`src/rtl/subadc_be_pkg.sv`:
```
// Shared sizing and weight helpers for the SAR sub-ADC back-end.
// Build option SUBADC_BE_AVG_EN is consumed by subadc_backend.
package subadc_be_pkg;

  localparam int DEF_ADC_BITS    = 8;
  localparam int DEF_WEIGHT_BITS = 10;
  // Upper bounds for the generic slice helper.
  localparam int WVEC_MAX = 1024;
  localparam int WMAX     = 32;

  function automatic int out_bits(input int weight_bits, input int adc_bits);
    return weight_bits + $clog2(adc_bits);
  endfunction

  // Binary weights with 2 fractional bits: weight_i = 4 << i.
  function automatic logic [DEF_ADC_BITS*DEF_WEIGHT_BITS-1:0] default_weights();
    logic [DEF_ADC_BITS*DEF_WEIGHT_BITS-1:0] v;
    v = '0;
    for (int i = 0; i < DEF_ADC_BITS; i++)
      v[i*DEF_WEIGHT_BITS +: DEF_WEIGHT_BITS] = DEF_WEIGHT_BITS'(4 << i);
    return v;
  endfunction

  function automatic logic [WMAX-1:0] weight_slice(input logic [WVEC_MAX-1:0] vec,
                                                   input int idx, input int wb);
    logic [WMAX-1:0] mask;
    mask = (WMAX'(1) << wb) - WMAX'(1);
    return WMAX'(vec >> (idx * wb)) & mask;
  endfunction

endpackage

```
`src/rtl/subadc_be_fifo.sv`:
```
// Small synchronous FIFO; dout holds the last popped word while empty,
// and a push into a full FIFO without a same-cycle pop is dropped.
module subadc_be_fifo #(
  parameter int W     = 13,
  parameter int DEPTH = 4
) (
  input  logic         clk,
  input  logic         rst,
  input  logic         push,
  input  logic [W-1:0] din,
  input  logic         pop,
  output logic [W-1:0] dout,
  output logic         full,
  output logic         empty,
  output logic         drop
);

  localparam int AW = $clog2(DEPTH);

  logic [DEPTH-1:0][W-1:0] mem;
  logic [AW:0]             wp, rp;
  logic [W-1:0]            last_q;
  logic                    pop_ok, push_ok;

  assign empty   = (wp == rp);
  assign full    = (wp[AW] != rp[AW]) && (wp[AW-1:0] == rp[AW-1:0]);
  assign pop_ok  = pop & ~empty;
  assign push_ok = push & (~full | pop_ok);
  assign drop    = push & ~push_ok;
  assign dout    = empty ? last_q : mem[rp[AW-1:0]];

  always_ff @(posedge clk or negedge rst) begin
    if (!rst) begin
      wp     <= '0;
      rp     <= '0;
      last_q <= '0;
    end else begin
      if (pop_ok) begin
        last_q <= mem[rp[AW-1:0]];
        rp     <= rp + 1'b1;
      end
      if (push_ok) wp <= wp + 1'b1;
    end
  end

  // Storage needs no reset: it is only observable through the pointers.
  always_ff @(posedge clk) begin
    if (push_ok) mem[wp[AW-1:0]] <= din;
  end

endmodule

```
`src/rtl/subadc_backend.sv`:
```
// SAR sub-ADC back-end: compl sync, weighted sum, saturating offset, output FIFO.
// Define SUBADC_BE_AVG_EN to build the windowed averager on avg_data/avg_valid.
module subadc_backend import subadc_be_pkg::*; #(
  parameter  int ADC_BITS    = 8,
  parameter  int WEIGHT_BITS = 10,
  parameter  int OFFSET_BITS = 12,
  parameter  int FIFO_DEPTH  = 4,
  parameter  int AVG_LOG2    = 4,
  localparam int OUT_BITS    = out_bits(WEIGHT_BITS, ADC_BITS)
) (
  input  logic                          clk,
  input  logic                          rst,
  input  logic                          en,
  input  logic [ADC_BITS-1:0]           subadc_data,
  input  logic                          subadc_compl,
  input  logic [ADC_BITS*WEIGHT_BITS-1:0] weights,
  input  logic [OFFSET_BITS-1:0]        offset,
  output logic [OUT_BITS-1:0]           out_data,
  output logic                          out_valid,
  input  logic                          out_ready,
  output logic                          ovf,
  input  logic                          ovf_clr,
  output logic [15:0]                   conv_cnt,
  output logic [OUT_BITS-1:0]           avg_data,
  output logic                          avg_valid
);

  localparam int STAGES = 1;
  // Wide enough for sum minus a sign-extended offset without wrap.
  localparam int DW = ((OUT_BITS > OFFSET_BITS) ? OUT_BITS : OFFSET_BITS) + 2;

  logic                          s1, s2, s3, cap;
  logic [STAGES:0]               vld_pipe;
  logic [ADC_BITS-1:0]           data_q;
  logic [ADC_BITS-1:0][OUT_BITS-1:0] term;
  logic [OUT_BITS-1:0]           sum_c, sum_q, corr;
  logic [DW-1:0]                 diff;
  logic                          fifo_full, fifo_empty, fifo_drop;

  assign cap = s2 & ~s3 & en;

  always_ff @(posedge clk or negedge rst) begin
    if (!rst) begin
      {s3, s2, s1} <= '0;
      vld_pipe     <= '0;
      data_q       <= '0;
      sum_q        <= '0;
      conv_cnt     <= '0;
    end else begin
      {s3, s2, s1} <= {s2, s1, subadc_compl};
      vld_pipe     <= {vld_pipe[STAGES-1:0], cap};
      if (cap) begin
        data_q   <= subadc_data;
        conv_cnt <= conv_cnt + 16'd1;
      end
      if (vld_pipe[0]) sum_q <= sum_c;
    end
  end

  for (genvar i = 0; i < ADC_BITS; i++) begin : g_term
    assign term[i] = data_q[i]
      ? OUT_BITS'(weight_slice(WVEC_MAX'(weights), i, WEIGHT_BITS)) : '0;
  end

  always_comb begin
    sum_c = '0;
    for (int i = 0; i < ADC_BITS; i++) sum_c = sum_c + term[i];
  end

  assign diff = {{(DW-OUT_BITS){1'b0}}, sum_q}
              - {{(DW-OFFSET_BITS){offset[OFFSET_BITS-1]}}, offset};

  always_comb begin
    corr = diff[OUT_BITS-1:0];
    if (diff[DW-1])                  corr = '0;
    else if (|diff[DW-2:OUT_BITS])   corr = '1;
  end

  subadc_be_fifo #(.W(OUT_BITS), .DEPTH(FIFO_DEPTH)) u_fifo (
    .clk   (clk),
    .rst   (rst),
    .push  (vld_pipe[STAGES]),
    .din   (corr),
    .pop   (out_ready),
    .dout  (out_data),
    .full  (fifo_full),
    .empty (fifo_empty),
    .drop  (fifo_drop)
  );

  assign out_valid = ~fifo_empty;

  always_ff @(posedge clk or negedge rst) begin
    if (!rst)                      ovf <= 1'b0;
    else if (fifo_drop & fifo_full) ovf <= 1'b1;
    else if (ovf_clr)              ovf <= 1'b0;
  end

`ifdef SUBADC_BE_AVG_EN
  logic [OUT_BITS+AVG_LOG2-1:0] acc, acc_nxt;
  logic [AVG_LOG2-1:0]          avg_cnt;

  // Every corrected sample counts, including ones the FIFO drops.
  assign acc_nxt = acc + (OUT_BITS+AVG_LOG2)'(corr);

  always_ff @(posedge clk or negedge rst) begin
    if (!rst) begin
      acc       <= '0;
      avg_cnt   <= '0;
      avg_data  <= '0;
      avg_valid <= 1'b0;
    end else begin
      avg_valid <= 1'b0;
      if (vld_pipe[STAGES]) begin
        avg_cnt <= avg_cnt + 1'b1;
        if (&avg_cnt) begin
          avg_data  <= acc_nxt[OUT_BITS+AVG_LOG2-1:AVG_LOG2];
          avg_valid <= 1'b1;
          acc       <= '0;
        end else begin
          acc <= acc_nxt;
        end
      end
    end
  end
`else
  assign avg_data  = '0;
  assign avg_valid = 1'b0;
`endif

endmodule

```
`config.mk`:
```
export PLATFORM = sky130hd
export DESIGN_NAME = subadc_backend
export DESIGN_NICKNAME = d
export VERILOG_FILES = /design/src/rtl/subadc_be_pkg.sv /design/src/rtl/subadc_be_fifo.sv /design/src/rtl/subadc_backend.sv
export SDC_FILE = /design/constraint.sdc
export NUM_CORES = 1
export LEC_CHECK = 0
export ABC_AREA = 1
export CAP_MARGIN = 20
export CORE_MARGIN = 5
export CORE_UTILIZATION = 40
export DETAILED_ROUTE_END_ITERATION = 16
export PLACE_DENSITY = 0.78
export SLEW_MARGIN = 20
export SYNTH_ARGS = -nofsm -noshare
export SYNTH_HDL_FRONTEND = slang
export SYNTH_SLANG_ARGS = --single-unit
```
`constraint.sdc`:
```
create_clock -name clk -period 4.5 [get_ports clk]
set_clock_uncertainty 0.15 [all_clocks]
set_input_delay 0.9 -clock clk [delete_from_list [all_inputs] [get_ports clk]]
set_output_delay 0.9 -clock clk [all_outputs]
set_load 0.005 [all_outputs]
```
==> impl.org, run 1 <==
** Final layout
- For this run, the post-layout net count is 1346.
- Cells fill 53.08% of the core in the end.
- Cells with a size suffix above 1 make up 13.71% of the layout.
- Diodes inserted :: 0
- Most common cell after layout, fill and taps aside :: sky130_fd_sc_hd__nand2_1
- Most frequent cells in the layout :: sky130_fd_sc_hd__nand2_1 (263), sky130_fd_sc_hd__inv_1 (185), sky130_fd_sc_hd__clkdlybuf4s50_1 (115)
- Layout area overhead :: 30.77%
- Total of fill cells in the finished design :: 1818

** Flow run
- Maxcap violations :: 0

** Floorplanning
- Measured along the x axis, the die boundary spans 153.1 microns.
- Pin placement for this block handled 151 I/O pins.
- The floorplan step defined a core boundary enclosing 20170 sq um.
- Floorplan die height :: 153.1 microns
- The die covers 23430 sq um.
- For this configuration, the core starts out at a cell density of 40.59%.
- Floorplan row count :: 52

** Global routing
- Vias in the first global route :: 6613
- Global routing finished with a remaining overflow of 0.
- The first global-routing pass estimated 30750 microns of wire.
- GR Util All Layers :: 15.94%
- The initial antenna violation count is 0.
- Maximum number of pins on one net before global-route repair :: 34

** Power and ir drop
- In this run, the combinational gates consume 60.9% of the power.
- IR analysis of the VDD net gives a maximum drop of 0.3997 mV.
- In this run switching power makes up 42.56% of total power.
- Clock group share of total power :: 17.2%
- Net Sw Power :: 0.003079 W
- For this design the ratio of total power to cell area is 675.8 nW/um^2.
- In this run the static leakage power is 5.479 nW.
- Internal Power :: 0.004155 W
- Registers are responsible for 22.0% of the overall power.

** Route
- Highest metal layer used by the detailed router :: met4
- The detail route stage leaves a number of antenna-violating nets equal to 0.
- For this block, the initial DRC count from the detailed router was 217.
- For this block, wires on met1 add up to 7822 microns.
- The final layout contains routed wiring with a total length of 18870 microns.
- The routed design uses 9544 microns of met2 wire.
- After detailed routing, the number of remaining DRC violations is 0.
- Length of the first detailed-routing pass in iterations :: 6
- WL/cell :: 13.20 microns
- The routed design uses 1108 microns of met3 wire.
- Via density :: 4.616
- For this block, the via count after detailed routing is 6601.

** Timing
- Shortest period the worst path allows :: 4381 ps
- Final max-slew violation count :: 0
- In the post-route analysis, the smallest setup slack over all paths is 118.9 ps.
- WHS :: 203.8 ps
- Fmax :: 228.3 MHz
- Slew headroom :: 56.61%
- Setup violations remaining at the end of the flow were counted as 0.
- Hold Vio Cnt, Final :: 0
- Of the available clock period, the critical path in the final layout requires 97.36%.
- Slew @ Worst Pin :: 650.9 ps

** Critical path
- Maximum net fanout on the critical path :: 4
- Nature of the critical path startpoint :: input pin
- Data on the critical path arrives at its endpoint at 4520 ps.
- The worst setup path is captured at a register.
- Required time at the endpoint of the critical path :: 4640 ps
- Category of the most critical setup path :: in -> reg

** Synth
- Dominant cell type by area after synthesis :: sky130_fd_sc_hd__edfxtp_1
- The share of synthesized area in the top cell type comes to 19.07%.
- Synth Flop Type :: sky130_fd_sc_hd__dfrtp_1
- Synthesis produced a netlist whose cell count is 988.
- Multiplexer fraction of the synthesized cell area :: 0%
- Summing the areas of all compound-gate instances in the mapped netlist gives 7.092% of the synthesized area.
- Cell types with the largest area share after synthesis :: sky130_fd_sc_hd__edfxtp_1 (19%), sky130_fd_sc_hd__dfrtp_1 (19%), sky130_fd_sc_hd__fa_1 (15%)
- For this run, the number of Yosys warnings is 0.
- Parity-gate share of the synthesized area counting xor and xnor cells :: 3.103%
- The netlist uses 35 different library cells.
- After synthesis, the share of flip-flops with an asynchronous set or reset is 54.39%.
- Avg Cell Area, Syn :: 8.286 sq um
- Of the synthesized area, sequential elements account for 38.03%.
- After synthesis, the largest family of logic cells by area is adder cells.
- Synthesized flop and latch total :: 114
- Summing the areas of all fa, ha and maj instances in the mapped netlist gives 19.72% of the synthesized area.
- Post-synthesis simple-gate area fraction :: 18.91%
- Yosys mapped a number of flops with a built-in enable equal to 52.
- Post-synth design cell area :: 8187 sq um

** Clock network
- The H-tree generated during clock tree synthesis spans 4 levels.
- Clock latency on the worst-skew pair, taken at its later pin, is 400 ps.
- CTS max path bufs :: 2
- Sinks on the clock net :: 114
- The root buffer cell chosen for the clock tree is sky130_fd_sc_hd__clkbuf_16.
- Buffers inserted during clock tree synthesis total 17.
- TritonCTS built the clock tree.
- Clock slew at reported path FFs :: 50 ps

** Place
- Sum of net half-perimeters after detailed placement :: 14800 microns
- At the end of routability-driven placement, the weighted congestion stood at 0.8530.
- Before CTS, the worst setup slack after placement is -627.7 ps.
- Buffers placed on the I/O ports in this run total 136.

** Hold path
- The worst hold path belongs to the class reg -> reg.

** Status
- The flow ran to the end, and the final reports show no timing, DRC or antenna violations.
## cells by family (layout without fill, tap and decap cells)
group | Yosys count | in the layout
compound gates | 102 | 102
xor+xnor | 29 | 29
fa+ha+maj | 93 | 93
buf+inv | 266 | 425
flops | 114 | 114
other cells | 1 | 14
simple gates | 383 | 383
## power groups by stage
stage	Sequential, W	Combinational (W)	Clock [W]
2_1_floorplan	0.00150	0.00260	0
5_1_grt	0.00161	0.00495	0.00133
4_1_cts	0.00159	0.00398	0.00127
6_report	0.00159	0.00440	0.00124
3_3_place_gp	0.00160	0.00371	0
3_5_place_dp	0.00160	0.00382	0
## worst paths after layout
path	endpoint	from	cells after the start	slack, ps
max in group asynchronous	sum_q[1]$_DFFE_PN0P_	rst	2	2950
setup reg to reg	sum_q[10]$_DFFE_PN0P_	data_q[0]$_DFFE_PN0P_	18	280
min in group asynchronous	conv_cnt[10]$_DFFE_PN0P_	rst	1	370
setup / recovery	sum_q[11]$_DFFE_PN0P_	weights[9]	17	120
hold / removal	s2$_DFF_PN0_	s1$_DFF_PN0_	0	200
hold reg to reg	s2$_DFF_PN0_	s1$_DFF_PN0_	0	200
## synth_stat cells (3+ instances only)
library cell	n
sky130_fd_sc_hd__o21ai_0	35
sky130_fd_sc_hd__o21ai_1	21
sky130_fd_sc_hd__xnor2_1	17
sky130_fd_sc_hd__nand3_1	38
sky130_fd_sc_hd__dfrtp_1	62
sky130_fd_sc_hd__o21ai_2	10
sky130_fd_sc_hd__ha_1	33
sky130_fd_sc_hd__o22ai_1	13
sky130_fd_sc_hd__and2_1	3
sky130_fd_sc_hd__clkbuf_1	17
sky130_fd_sc_hd__edfxtp_1	52
sky130_fd_sc_hd__xor2_1	12
sky130_fd_sc_hd__inv_1	220
sky130_fd_sc_hd__nor2_1	55
sky130_fd_sc_hd__inv_2	7
sky130_fd_sc_hd__nand2_1	273
sky130_fd_sc_hd__a21oi_1	16
sky130_fd_sc_hd__fa_1	60
sky130_fd_sc_hd__nand4_1	6
sky130_fd_sc_hd__buf_2	3
sky130_fd_sc_hd__buf_4	15
## state kept, by name, summed over array words and instances (netlist names)
signal	count
u_fifo.rp	3
u_fifo.mem	52
ovf	1
s3	1
conv_cnt	16
s1	1
data_q	8
vld_pipe	2
sum_q	13
s2	1
u_fifo.wp	3
u_fifo.last_q	13
## critical path, cell delays in order
cell and delay (ps):
sky130_fd_sc_hd__clkdlybuf4s50_1 450, sky130_fd_sc_hd__nand2_1 70, sky130_fd_sc_hd__fa_1 540, sky130_fd_sc_hd__inv_1 60
sky130_fd_sc_hd__fa_1 550, sky130_fd_sc_hd__inv_1 50, sky130_fd_sc_hd__fa_1 460, sky130_fd_sc_hd__fa_1 540
sky130_fd_sc_hd__inv_1 60, sky130_fd_sc_hd__ha_4 290, sky130_fd_sc_hd__nand2_2 60, sky130_fd_sc_hd__nor2_2 130
sky130_fd_sc_hd__nand3_1 90, sky130_fd_sc_hd__nand3_1 90, sky130_fd_sc_hd__nand2_1 50, sky130_fd_sc_hd__nand3_1 70
sky130_fd_sc_hd__nand2_1 50
## repair_timing
| action | in CTS | in global routing |
|---|---|---|
| endpoints found under the setup margin | 8 | 9 |
| gates resized for setup | 23 | 80 |
| hold buffers | 0 | 0 |
| buffers inserted | 1 | 3 |
| pin swaps | 24 | 58 |
## metrics by stage
stage	area [sq um]	std cells	setup TNS, ps	total power, W
2_1_floorplan	8244	1001	0	0.004097
3_3_place_gp	9905	1394	-4124	0.005307
3_5_place_dp	9905	1394	-4928	0.005423
4_1_cts	10530	1427	-21.10	0.006836
5_1_grt	10710	1430	-95.02	0.007895
6_report	10710	1430	0	0.007235
## layout make-up
class / instances / area, sq um / area share [%]
clock buffer: 20 / 467.9 / 4.371
clock inverter: 12 / 95.09 / 0.8883
inverter: 229 / 859.6 / 8.029
multi-input combinational: 621 / 4242 / 39.62
sequential: 114 / 3117 / 29.11
tap: 270 / 337.8 / 3.156
timing repair buffer: 164 / 1587 / 14.82
## routing by layer
metal  up-vias  GRT usage (%)
li1       3286              -
met1      3107          19.21
met2       176          27.74
met3        32          4.213
met4         0          5.346
met5         -              0
(Power assumes the default switching activity.)
==> run 2: changes to the inputs <==
--- a/config.mk
+++ b/config.mk
@@ -10,6 +10,7 @@
 export CORE_MARGIN = 5
 export CORE_UTILIZATION = 40
 export DETAILED_ROUTE_END_ITERATION = 16
+export GPL_TIMING_DRIVEN = 0
 export PLACE_DENSITY = 0.78
 export SLEW_MARGIN = 20
 export SYNTH_ARGS = -nofsm -noshare
==> run 2 against run 1 <==
First-iteration DRC count grew 42%. Sequential power down 3%. Core utilization is 1.2 points higher. Maximum frequency shrank 1.2%. Die area did not move. Hold slack got worse by 47 ps. Worst setup slack lost 52 ps. Clock power grew 10%.
==> impl.org, run 2 (synthesis results as in run 1) <==
** Status
- Outcome :: finished clean

** Final layout
- In the final layout, the share of cells above drive strength 1 is 16.13%.
- The register with the most flip-flops in the layout has 52 of them.
- Leaving out fill and tap cells, the most frequent cell in the layout is sky130_fd_sc_hd__nand2_1.
- The net count of the finished layout is 1358.
- From synthesis to final layout, the design area changed by 33.62%.
- Diodes inserted :: 0
- The layout has 1788 filler cells.
- For this run, the number of standard cells in the final layout without fillers is 1442.
- The top cell types in the final layout, fill and taps aside, are sky130_fd_sc_hd__nand2_1 (259), sky130_fd_sc_hd__inv_1 (173), sky130_fd_sc_hd__clkdlybuf4s50_1 (107).

** Place
- The number of placed instances, taps included, is 1408.
- At the placement stage, the worst setup path has a slack of -671.9 ps.
- Count of buffers inserted at the top-level ports :: 136
- Summed over all nets, the half-perimeter wirelength after detailed placement is 14870 microns.
- Placer congestion estimate :: 0.8378

** Clock network
- At the later pin of the worst-skew pair, clock insertion delay measures 400 ps.
- CTS Hold Buffers Added :: 0
- The clock passes through at most 2 buffers.
- After clock tree synthesis, the clock-pin slew on the worst setup and hold paths is 60 ps.
- CTS tree :: done
- Sinks on the clock net :: 114
- Number of H-tree levels :: 4
- The number of clock buffers added by TritonCTS is 17.
- Root buffer cell :: sky130_fd_sc_hd__clkbuf_16

** Timing
- Hold Vio Cnt, Final :: 0
- Slew headroom :: 49.17%
- Based on the critical path, the design can be clocked at up to 225.6 MHz.
- Shortest period the worst path allows :: 4434 ps
- Final max-slew violation count :: 0
- At the pin with the least slew margin, the transition time is 761.7 ps.
- Worst path setup slack after routing :: 66.47 ps
- WHS :: 156.9 ps
- The final critical path takes up 98.52% of the cycle.
- Final setup fails :: 0

** Critical path
- Traced cell by cell, the critical path runs through clkdlybuf4s50_1 > nand2_1 > fa_1 > inv_2 > fa_1 > inv_1 > fa_1 > fa_1 > inv_2 > ha_4 > buf_4 > nand2_1 > nand2_1 > a21oi_2 > nand2_2 > nand2_1 > a31oi_1.
- Worst R2R Path Depth :: 18
- In this design, the stage delay of the slowest critical-path cell is 550 ps.
- Slowest CP cell :: sky130_fd_sc_hd__fa_1
- WP data arrival :: 4550 ps
- Together, buffers and inverters on the worst path number 5.
- STA classifies the critical path endpoint as a register.
- Kind of cell adding the most delay to the critical path :: adder cells
- The startpoint identified for the worst register-to-register timing path is data_q[1]$_DFFE_PN0P_.
- Required time at the endpoint of the critical path :: 4620 ps
- The critical path runs through a total of 17 cells.
- Tracing the worst setup path back leads to its startpoint at weights[59].
- The worst register-to-register path has a setup slack of 180 ps.
- Maximum net fanout on the critical path :: 3
- Worst flop-to-flop path endpoint :: sum_q[10]$_DFFE_PN0P_
- Category of the most critical setup path :: in -> reg
- STA classifies the critical path startpoint as an input pin.
- End point of the critical path :: sum_q[10]$_DFFE_PN0P_

** Global routing
- Vias in the first global route :: 6758
- The first global-routing pass estimated 31420 microns of wire.
- Residual overflow from global routing :: 0
- GR Util All Layers :: 16.36%
- Entering global routing, the biggest net connects 57 pins.
- Initial antenna violation count :: 0

** Floorplanning
- The die is 153.1 microns wide.
- In this run the core area contains 52 standard-cell rows.
- Num ports :: 151
- In this run the vertical extent of the chip is 153.1 microns.
- The floorplan step defined a core boundary enclosing 20170 sq um.
- The die covers 23430 sq um.
- Once the floorplan was initialized, standard cells occupied 40.59% of the core.

** Route
- Via density :: 4.559
- Summed over all layers, the routed wires come to 19060 microns.
- For this run, design rule violations remaining after detail routing come to 0.
- After detailed routing, the average wire length per cell comes to 13.22 microns.
- In this run, the number of DRC markers left after iteration 0 of detailed routing was 308.
- The routed layout has 6574 vias.
- Antenna Nets Post-Route :: 0
- Before antenna repair, the detailed router went through 5 iterations.

** Flow run
- Maxcap violations :: 0

** Hold path
- Worst min-delay path class :: in -> async

** Power and ir drop
- VDD sags by at most 0.3957 mV.
- For this design the static power due to leakage is 5.605 nW.
- Power density of the placed cells :: 681.8 nW/um^2
- Total Power :: 0.007459 W
## run 2: final cells by class
class,instances,area (sq um),share of cell area (%)
multi-input combinational,621,4315,39.45
sequential,114,3120,28.53
timing repair buffer,145,1504,13.75
inverter,229,862.1,7.881
clock buffer,17,425.4,3.889
tap,270,337.8,3.088
buffer,31,191.4,1.750
clock inverter,15,182.7,1.670
## run 2: stage by stage
step	utilization (%)	area (sq um)	TNS, ps
2_1_floorplan	-	8244	0
3_3_place_gp	49.30	9943	-4489
3_5_place_dp	49.46	9976	-5063
4_1_cts	53.18	10730	0
5_1_grt	54.24	10940	-155.6
6_report	54.24	10940	0
## run 2: worst min path at each step
stage,end,cells after the start,start
floorplan,s2$_DFF_PN0_,0,s1$_DFF_PN0_
global placement,s2$_DFF_PN0_,0,s1$_DFF_PN0_
detailed placement,s2$_DFF_PN0_,0,s1$_DFF_PN0_
CTS,u_fifo.last_q[9]$_DFFE_PN0P_,1,rst
global route,u_fifo.last_q[9]$_DFFE_PN0P_,1,rst
finish,u_fifo.last_q[9]$_DFFE_PN0P_,1,rst
## run 2: where the power goes
part / switching, W / total (W) / leakage [nW] / internal [W]
Sequential: 0.000158 / 0.00155 / 1.23 / 0.00139
Combinational: 0.00257 / 0.00454 / 4.08 / 0.00198
Clock: 0.000490 / 0.00137 / 0.292 / 0.000876
Total: 0.00321 / 0.00746 / 5.60 / 0.00425
## run 2: worst register-to-register path: cells and delay by family (launching register included)
kind	cells	cell delay (ps)
AND/OR/NAND/NOR	6	540
adder cells (fa/ha/maj)	6	2630
flip-flops	1	490
buffers and inverters	4	190
AO/OA/AOI/OAI	2	180
## run 2: metal layers
layer / share of wire, % / vias up / wire length, microns / GRT usage (%)
met1: 40 / 3064 / 7693 / 19.89
met4: 2.3 / 0 / 437 / 5.600
li1: - / 3309 / - / -
met2: 52 / 170 / 9892 / 28.54
met5: 0 / - / 0 / 0
met3: 5.4 / 31 / 1038 / 3.873
## run 2: what timing repair did
action,4_1_cts,5_1_grt
pin swaps,27,69
gates cloned,0,0
setup endpoints to repair,7,7
buffers inserted,4,4
gates resized for setup,31,108
endpoints found under the hold margin,0,0
==> run 3: changes to the inputs <==
--- a/config.mk
+++ b/config.mk
@@ -11,6 +11,7 @@
 export CORE_UTILIZATION = 40
 export DETAILED_ROUTE_END_ITERATION = 16
 export GPL_TIMING_DRIVEN = 0
+export HOLD_SLACK_MARGIN = 0.1
 export PLACE_DENSITY = 0.78
 export SLEW_MARGIN = 20
 export SYNTH_ARGS = -nofsm -noshare
==> results of run 3 <==
Same layout as run 2: the final DEF is identical, and so are final timing and power.
